<file path="src/rtl/nt_node_pipe_if.sv">
// nt_node_pipe_if: groups the operand, control and result signals of the
// trust node. The master drives operands, pol, valid_in and cnt_clr; the slave drives the results.
interface nt_node_pipe_if #(
    parameter int WIDTH = 4,
    parameter int CNT_W = 8
);
    logic             valid_in;
    logic [WIDTH-1:0] in_a;
    logic [WIDTH-1:0] in_b;
    logic [WIDTH-1:0] in_c;
    logic [WIDTH-1:0] in_d;
    logic [WIDTH-1:0] in_e;
    logic [WIDTH-1:0] in_f;
    logic [WIDTH-1:0] in_g;
    logic             pol;
    logic             cnt_clr;
    logic [WIDTH-1:0] out_node;
    logic             out_valid;
    logic [CNT_W-1:0] rare_cnt;
    logic             rare_sat;

    modport master (
        output valid_in, in_a, in_b, in_c, in_d,
        output in_e, in_f, in_g, pol, cnt_clr,
        input  out_node, out_valid, rare_cnt, rare_sat
    );

    modport slave (
        input  valid_in, in_a, in_b, in_c, in_d,
        input  in_e, in_f, in_g, pol, cnt_clr,
        output out_node, out_valid, rare_cnt, rare_sat
    );
endinterface

</file>
<file path="src/rtl/nt_node_pipe.sv">
// nt_node_pipe: pipelined two-branch NAND trust node over WIDTH lanes.
// Ports: I1470_clk, I1477_rst (sync, active-high), bus (slave modport).
module nt_node_pipe #(
    parameter int WIDTH = 4,
    parameter int DEPTH = 1,
    parameter int CNT_W = 8
) (
    input logic          I1470_clk,
    input logic          I1477_rst,
    nt_node_pipe_if.slave bus
);
    logic [WIDTH-1:0] a_q, b_q, c_q, d_q, e_q, f_q, g_q;
    logic [WIDTH-1:0] a_d, b_d, c_d, d_d, e_d, f_d, g_d;
    logic             pol_a_q, pol_a_d;
    logic             va_q, va_d;

    logic [WIDTH-1:0] p_term, n1, h_term, t_term;

    logic [DEPTH-1:0][WIDTH-1:0] t_dl_q, t_dl_d;
    logic [DEPTH-1:0]            pol_dl_q, pol_dl_d;
    logic [DEPTH-1:0]            v_dl_q, v_dl_d;

    logic [WIDTH-1:0] t_end;
    logic             pol_end;
    logic             v_end;

    logic [WIDTH-1:0] out_node_q, out_node_d;
    logic             out_valid_q, out_valid_d;
    logic [CNT_W-1:0] rare_cnt_q, rare_cnt_d;
    logic             rare_sat_q, rare_sat_d;

    always_comb begin
        a_d     = bus.in_a;
        b_d     = bus.in_b;
        c_d     = bus.in_c;
        d_d     = bus.in_d;
        e_d     = bus.in_e;
        f_d     = bus.in_f;
        g_d     = bus.in_g;
        pol_a_d = bus.pol;
        va_d    = bus.valid_in;
    end

    always_comb begin
        p_term = ~(f_q & a_q) & g_q & b_q;
        n1     = ~(a_q & d_q);
        h_term = (n1 | c_q) & e_q;
        t_term = p_term & h_term;
    end

    // Delay line balancing both branches; shifts every cycle, tag or not.
    always_comb begin
        t_dl_d      = t_dl_q;
        pol_dl_d    = pol_dl_q;
        v_dl_d      = v_dl_q;
        t_dl_d[0]   = t_term;
        pol_dl_d[0] = pol_a_q;
        v_dl_d[0]   = va_q;
        for (int i = 1; i < DEPTH; i++) begin
            t_dl_d[i]   = t_dl_q[i-1];
            pol_dl_d[i] = pol_dl_q[i-1];
            v_dl_d[i]   = v_dl_q[i-1];
        end
    end

    always_comb begin
        t_end   = t_dl_q[DEPTH-1];
        pol_end = pol_dl_q[DEPTH-1];
        v_end   = v_dl_q[DEPTH-1];
    end

    always_comb begin
        out_node_d  = out_node_q;
        out_valid_d = v_end;
        rare_cnt_d  = rare_cnt_q;
        if (v_end) begin
            out_node_d = pol_end ? t_end : ~t_end;
        end
        // Clear dominates; otherwise saturate at all-ones.
        if (bus.cnt_clr) begin
            rare_cnt_d = '0;
        end else if (v_end && (|t_end) && (rare_cnt_q != '1)) begin
            rare_cnt_d = rare_cnt_q + 1'b1;
        end
        rare_sat_d = (rare_cnt_d == '1);
    end

    always_ff @(posedge I1470_clk) begin
        if (I1477_rst) begin
            a_q         <= '0;
            b_q         <= '0;
            c_q         <= '0;
            d_q         <= '0;
            e_q         <= '0;
            f_q         <= '0;
            g_q         <= '0;
            pol_a_q     <= 1'b0;
            va_q        <= 1'b0;
            t_dl_q      <= '0;
            pol_dl_q    <= '0;
            v_dl_q      <= '0;
            out_node_q  <= '1;
            out_valid_q <= 1'b0;
            rare_cnt_q  <= '0;
            rare_sat_q  <= 1'b0;
        end else begin
            a_q         <= a_d;
            b_q         <= b_d;
            c_q         <= c_d;
            d_q         <= d_d;
            e_q         <= e_d;
            f_q         <= f_d;
            g_q         <= g_d;
            pol_a_q     <= pol_a_d;
            va_q        <= va_d;
            t_dl_q      <= t_dl_d;
            pol_dl_q    <= pol_dl_d;
            v_dl_q      <= v_dl_d;
            out_node_q  <= out_node_d;
            out_valid_q <= out_valid_d;
            rare_cnt_q  <= rare_cnt_d;
            rare_sat_q  <= rare_sat_d;
        end
    end

    assign bus.out_node  = out_node_q;
    assign bus.out_valid = out_valid_q;
    assign bus.rare_cnt  = rare_cnt_q;
    assign bus.rare_sat  = rare_sat_q;
endmodule

</file>
<file path="src/flat_wrapper.sv">
// flat-port wrapper written by rule: the top's interface ports become plain ports
module nt_node_pipe_flat 
#(
    parameter int WIDTH = 4,
    parameter int DEPTH = 1,
    parameter int CNT_W = 8
)
  (I1470_clk, I1477_rst, bus_valid_in, bus_in_a, bus_in_b, bus_in_c, bus_in_d, bus_in_e, bus_in_f, bus_in_g, bus_pol, bus_cnt_clr, bus_out_node, bus_out_valid, bus_rare_cnt, bus_rare_sat);
  nt_node_pipe_if #(.WIDTH(WIDTH), .CNT_W(CNT_W)) bus_i ();
  input logic I1470_clk;
  input logic I1477_rst;
  input wire logic [$bits(bus_i.valid_in)-1:0] bus_valid_in;
  input wire logic [$bits(bus_i.in_a)-1:0] bus_in_a;
  input wire logic [$bits(bus_i.in_b)-1:0] bus_in_b;
  input wire logic [$bits(bus_i.in_c)-1:0] bus_in_c;
  input wire logic [$bits(bus_i.in_d)-1:0] bus_in_d;
  input wire logic [$bits(bus_i.in_e)-1:0] bus_in_e;
  input wire logic [$bits(bus_i.in_f)-1:0] bus_in_f;
  input wire logic [$bits(bus_i.in_g)-1:0] bus_in_g;
  input wire logic [$bits(bus_i.pol)-1:0] bus_pol;
  input wire logic [$bits(bus_i.cnt_clr)-1:0] bus_cnt_clr;
  output wire logic [$bits(bus_i.out_node)-1:0] bus_out_node;
  output wire logic [$bits(bus_i.out_valid)-1:0] bus_out_valid;
  output wire logic [$bits(bus_i.rare_cnt)-1:0] bus_rare_cnt;
  output wire logic [$bits(bus_i.rare_sat)-1:0] bus_rare_sat;
  assign bus_i.valid_in = bus_valid_in;
  assign bus_i.in_a = bus_in_a;
  assign bus_i.in_b = bus_in_b;
  assign bus_i.in_c = bus_in_c;
  assign bus_i.in_d = bus_in_d;
  assign bus_i.in_e = bus_in_e;
  assign bus_i.in_f = bus_in_f;
  assign bus_i.in_g = bus_in_g;
  assign bus_i.pol = bus_pol;
  assign bus_i.cnt_clr = bus_cnt_clr;
  assign bus_out_node = bus_i.out_node;
  assign bus_out_valid = bus_i.out_valid;
  assign bus_rare_cnt = bus_i.rare_cnt;
  assign bus_rare_sat = bus_i.rare_sat;
  nt_node_pipe #(.WIDTH(WIDTH), .DEPTH(DEPTH), .CNT_W(CNT_W)) u_core (.I1470_clk(I1470_clk), .I1477_rst(I1477_rst), .bus(bus_i));
endmodule
</file>
<file path="config.mk">
export PLATFORM = sky130hd
export DESIGN_NAME = nt_node_pipe_flat
export DESIGN_NICKNAME = d
export VERILOG_FILES = /design/src/rtl/nt_node_pipe_if.sv /design/src/rtl/nt_node_pipe.sv /design/src/flat_wrapper.sv
export SDC_FILE = /design/constraint.sdc
export NUM_CORES = 1
export LEC_CHECK = 0
export ABC_AREA = 1
export BUFFER_PORTS_ARGS = -buffer_cell sky130_fd_sc_hd__buf_2
export CORE_UTILIZATION = 46
export DETAILED_ROUTE_END_ITERATION = 8
export GPL_TIMING_DRIVEN = 0
export PLACE_DENSITY = 0.73
export SLEW_MARGIN = 20
export SYNTH_ARGS = -nofsm -noshare
export SYNTH_HDL_FRONTEND = slang
export SYNTH_SLANG_ARGS = --single-unit
</file>
<file path="constraint.sdc">
create_clock -name I1470_clk -period 1.5 [get_ports I1470_clk]
set_clock_uncertainty 0.2 [all_clocks]
set_input_delay 0.3 -clock I1470_clk [delete_from_list [all_inputs] [get_ports I1470_clk]]
set_output_delay 0.3 -clock I1470_clk [all_outputs]
set_load 0.02 [all_outputs]
</file>
# ---- Word-level counts from Yosys, hierarchy flattened
# Index checks and enable logic that the tools add are counted.
# Widths: inputs -> output; s select.
dict set report totals {
  register_bits 50
  out_inout_bits 14
  word_cells 35
}
dict set report classes {
  addsub 1
  n_eq_ne 2
  n_mux 3
  bitwise 10
  reduce_logical 3
}
# op n
set ops {}
lappend ops {{$and 4x4->4} 6}
lappend ops {{$mux 8} 2}
lappend ops {{$not 4->4} 3}
lappend ops {{$add 8x1->8 const B} 1}
lappend ops {{$eq 8x8->1 const B} 1}
lappend ops {{$ne 8x8->1 const B} 1}
lappend ops {{$mux 4} 1}
lappend ops {{$or 4x4->4} 1}
lappend ops {{$reduce_or 4->1} 1}
lappend ops {{$logic_and 1x1->1} 2}

# ---- Logic depth before layout (Yosys ltp)
dict set report depth {
  depth_word 6
  depth_mapped 11
  ltp_nobuf 11
}

# ---- Least setup slack after synthesis
# No wires, ideal clock.
dict set report synth_timing {
  kind {register to register}
  start {reg u_core.rare_cnt_q[0] (netlist: u_core.bus.rare_cnt[0])}
  end {reg u_core.rare_sat_q (netlist: u_core.bus.rare_sat)}
  setup_ps 64
  arrival_ps 1514
  t_required_ps 1236
  slack_ps -278
  path_stages_with_launch 12
  n_path_buf 0
  path_cell_list {dfxtp_1 ha_1 nand2_2 nor2_4 nand3_4 nand2_4 nand2_1 nand2_1 nand2_1 nor2_1 nand3_1 nor2_1}
}
dict set report synth_via {
  elab_chain_cells 5
  word_cells_on_any_way 6
}
# item line_no
set synth_rtl {}
lappend synth_rtl {{start, declared} nt_node_pipe.sv:29} ;# logic [CNT_W-1:0] rare_cnt_q, rare_cnt_d;
lappend synth_rtl {{start signal, assigned} nt_node_pipe.sv:121} ;# rare_cnt_q <= rare_cnt_d;
lappend synth_rtl {{branches (longest 2 deep; another with $add 8x1->8)} n/a}
lappend synth_rtl {{$mux 8 *} nt_node_pipe.sv:82} ;# end else if (v_end && (|t_end) && (rare_cnt_q != '1)) begin
lappend synth_rtl {{$mux 8 *} nt_node_pipe.sv:80} ;# if (bus.cnt_clr) begin
lappend synth_rtl {{$eq 8x8->1 *} nt_node_pipe.sv:85} ;# rare_sat_d = (rare_cnt_d == '1);
lappend synth_rtl {{end signal, assigned} nt_node_pipe.sv:122} ;# rare_sat_q <= rare_sat_d;
lappend synth_rtl {{end, declared} nt_node_pipe.sv:30} ;# logic rare_sat_q, rare_sat_d;
# Mark *: on every way between the ends.
# A chain may end at the register's enable or synchronous reset.

# ---- Worst setup path in the final report
dict set report layout_timing {
  start {reg u_core.rare_cnt_q[1] (netlist: u_core.bus.rare_cnt[1])}
  end {reg u_core.rare_sat_q (netlist: u_core.bus.rare_sat)}
}
# The elaborated chain is that of the path after synthesis.

==> metrics.txt <==
status=finished, violations left; failing checks=negative setup slack; Final nets=361; Max Slew Vio Count=0; maximum fanout along the worst path=5; Setup WS pre-CTS=-162 ps; clock sinks=50; Pwr Total=2.56 mW; layout cells sized above 1=27.1%; Layout area overhead=42.9%; row count=22; die width=around 65 microns; fill cell count=292; largest family of logic cells by synthesized area=simple AND/OR/NAND/NOR gates; Setup CP Type=flop to flop; Total GRT Usage=between 10% and 20%; Die Y=~65 microns; endpoints failing setup=5; vias=1,671; Slew @ Worst Pin=502 ps; Post-synth EDFFs=0; LEAKAGE=about 1.3 nW; synthesized flop and latch total=50; first-pass GRT wire length=around 6200 microns; post-route DRC violation count=0; IO Count=between 40 and 50; TritonCTS Buffers=5; PortBufs=46; clk_lat worst skew=300 ps; Hold/Removal Path Class=input port to flop; placer congestion estimate=approximately 0.80; CP arrival=1730 ps; Synth Area in Adders=0.675%; global-route track usage on met2=33.1%; Post-Syn Instances=242; RSZ-0062 raised after global routing=true; endpoint required time on the critical path=1540 ps; MaxCap Viol Count=0; gr ovfl total=0; R2R setup slack=-190 ps; H-Tree Depth=2; Max Clock Freq=0.590 GHz; Worst-path clk slew=around 90 ps; DP Wirelength=~2300 microns; Rel. slew slack=about 67%; Mean Syn Cell Area=7.66 sq um; Worst Slack Setup Final=-194 ps; Synth area leaders=dfxtp_1 54%, nor2_1 10%, inv_1 8.7%, nand2_1 7.9%, nand3_1 3.5%; Synth top cells by count=50 x dfxtp_1, 50 x nor2_1, 43 x inv_1; Die ar.=around 4300 sq um; Post-Synth XOR/XNOR Area=0.945%; cell taking the most area after synthesis=dfxtp_1; initial core utilization=49.1%; Post-Synth Simple-Gate Area=28.2%; post-synthesis sequential area ratio=54.0%; Synth top area share=54.0%; Fin Setup TNS=-287 ps; Power Density=968 nW/um^2; initial antenna violation count=0; Wirelength per Cell=10.7 microns; met3 usage=6.25%; clock buffer depth=2; fraction of the mapped netlist area in compound gates=5.20%; Post-Syn Nets=276; ys flop type=dfxtp_1; Core Region=3770 sq um; CTS tree=done; n_diodes=0; GRT busiest layer=met2; Pre-antenna DRT Iters=4; post-DR vias/cell=between 4 and 5; Tcrit/Tclk final=113%; Critical Path Start Type=flop; Crit. End Element=flop; Final Hold Fails=0; drt initial violations=roughly 80; mux contribution to synthesized area=0%; post-route ant nets=0; synth warn=0; final WL=4010 microns; root buf cell=clkbuf_8; Peak VDD IR=around 750 uV; largest net degree at the start of global routing=17; fin crit period=1690 ps; Netlist cell types=23; Synth Cell Area=1850 sq um; vias in the first global route=1,565; met1 Resource Use GR=around 22%; ys async rst share=0%
==> cells by family (layout without fill, tap and decap cells) <==
| group | Yosys count | after routing |
|---|---|---|
| AO/OA/AOI/OAI | 17 | 17 |
| XOR/XNOR | 2 | 2 |
| adder cells (fa/ha/maj) | 1 | 1 |
| buffers and inverters | 52 | 138 |
| flip-flops | 50 | 50 |
| AND/OR/NAND/NOR | 120 | 120 |
==> cell usage in the layout, fill, tap and decap left out, drive strengths merged <==
| cell type | count |
|---|---|
| ha | 1 |
| dlygate4sd3 | 26 |
| clkbuf | 8 |
| dfxtp | 50 |
| clkinv | 1 |
| a21oi | 8 |
| xor2 | 2 |
| o21ai | 9 |
| nand4 | 2 |
| nor3 | 9 |
| nor2 | 53 |
| nand3 | 14 |
| nand2 | 42 |
| bufinv | 1 |
| buf | 56 |
| inv | 46 |
==> worst max-delay path, cell delays in order (launching register included) <==
cell	delay (ps)
dfxtp_4	370
ha_4	160
nand2_4	60
nor2_4	120
nand3_4	110
nand2_4	110
nand2_2	60
nand2_2	80
nand2_2	60
nor2_2	130
nand3_1	90
nor2_1	100
==> state kept, by name, summed over array words and instances (netlist names) <==
register	cells
u_core.bus.out_valid	1
u_core.pol_a_q	1
u_core.bus.rare_sat	1
u_core.v_dl_d	1
u_core.a_q	4
u_core.c_q	4
u_core.pol_dl_q	1
u_core.b_q	4
u_core.g_q	4
u_core.t_dl_q	4
u_core.e_q	4
u_core.d_q	4
u_core.bus.rare_cnt	8
u_core.out_valid_d	1
u_core.bus.out_node	4
u_core.f_q	4
==> worst paths after layout <==
kind                                                   startpoint                              to  cells past startpoint
worst max register to register  u_core.bus.rare_cnt[1]$_SDFF_PP0_  u_core.bus.rare_sat$_SDFF_PP0_                     11
worst min register to register           u_core.v_dl_d$_SDFF_PP0_   u_core.out_valid_d$_SDFF_PP0_                      2
worst max-delay path            u_core.bus.rare_cnt[1]$_SDFF_PP0_  u_core.bus.rare_sat$_SDFF_PP0_                     11
worst min-delay path                                  bus_in_d[0]        u_core.d_q[0]$_SDFF_PP0_                      3
==> power breakdown <==
group / switching [mW] / internal [mW] / leakage [nW]
Clock: 0.424 / 0.548 / 0.0618
Combinational: 0.0927 / 0.106 / 0.823
Sequential: 0.0160 / 1.37 / 0.414
Total: 0.533 / 2.03 / 1.30
==> metal layers <==
metal,wire length (microns),vias to the layer above
li1,-,891
met1,1650,725
met2,2150,51
met3,170,4
met4,39,0
met5,0,-
==> through the flow <==
step / instances / util, % / hold WS, ps / instance area (sq um)
final: 376 / 70.2 / 10.0 / 2650
after global routing: 376 / 70.2 / 2.89 / 2650
after CTS: 370 / 67.5 / 0.189 / 2540
after detailed placement: 336 / 57.4 / 194 / 2160
after global placement: 336 / 57.4 / 188 / 2160
after floorplan: 242 / - / 170 / 1870
==> timing repair <==
| action | CTS | global route |
|---|---|---|
| buffers inserted | 3 | 3 |
| hold buffers | 23 | 3 |
| hold endpoints to repair | 23 | 3 |
| endpoints found under the setup margin | 1 | 6 |
| gates resized for setup | 1 | 15 |
| pin swaps | 3 | 13 |
==> layout make-up <==
cell class | count | area [sq um] | share of cell area [%]
plain buffers | 6 | 30.0 | 1.13
clock buffers | 6 | 82.6 | 3.12
clock inverters | 2 | 38.8 | 1.47
inverters | 46 | 174 | 6.57
multi-input cells | 140 | 713 | 26.9
flip-flops and latches | 50 | 1010 | 38.1
well taps | 48 | 60.1 | 2.27
repair buffers | 78 | 539 | 20.4
No activity file was read; power rests on OpenSTA's default activity.
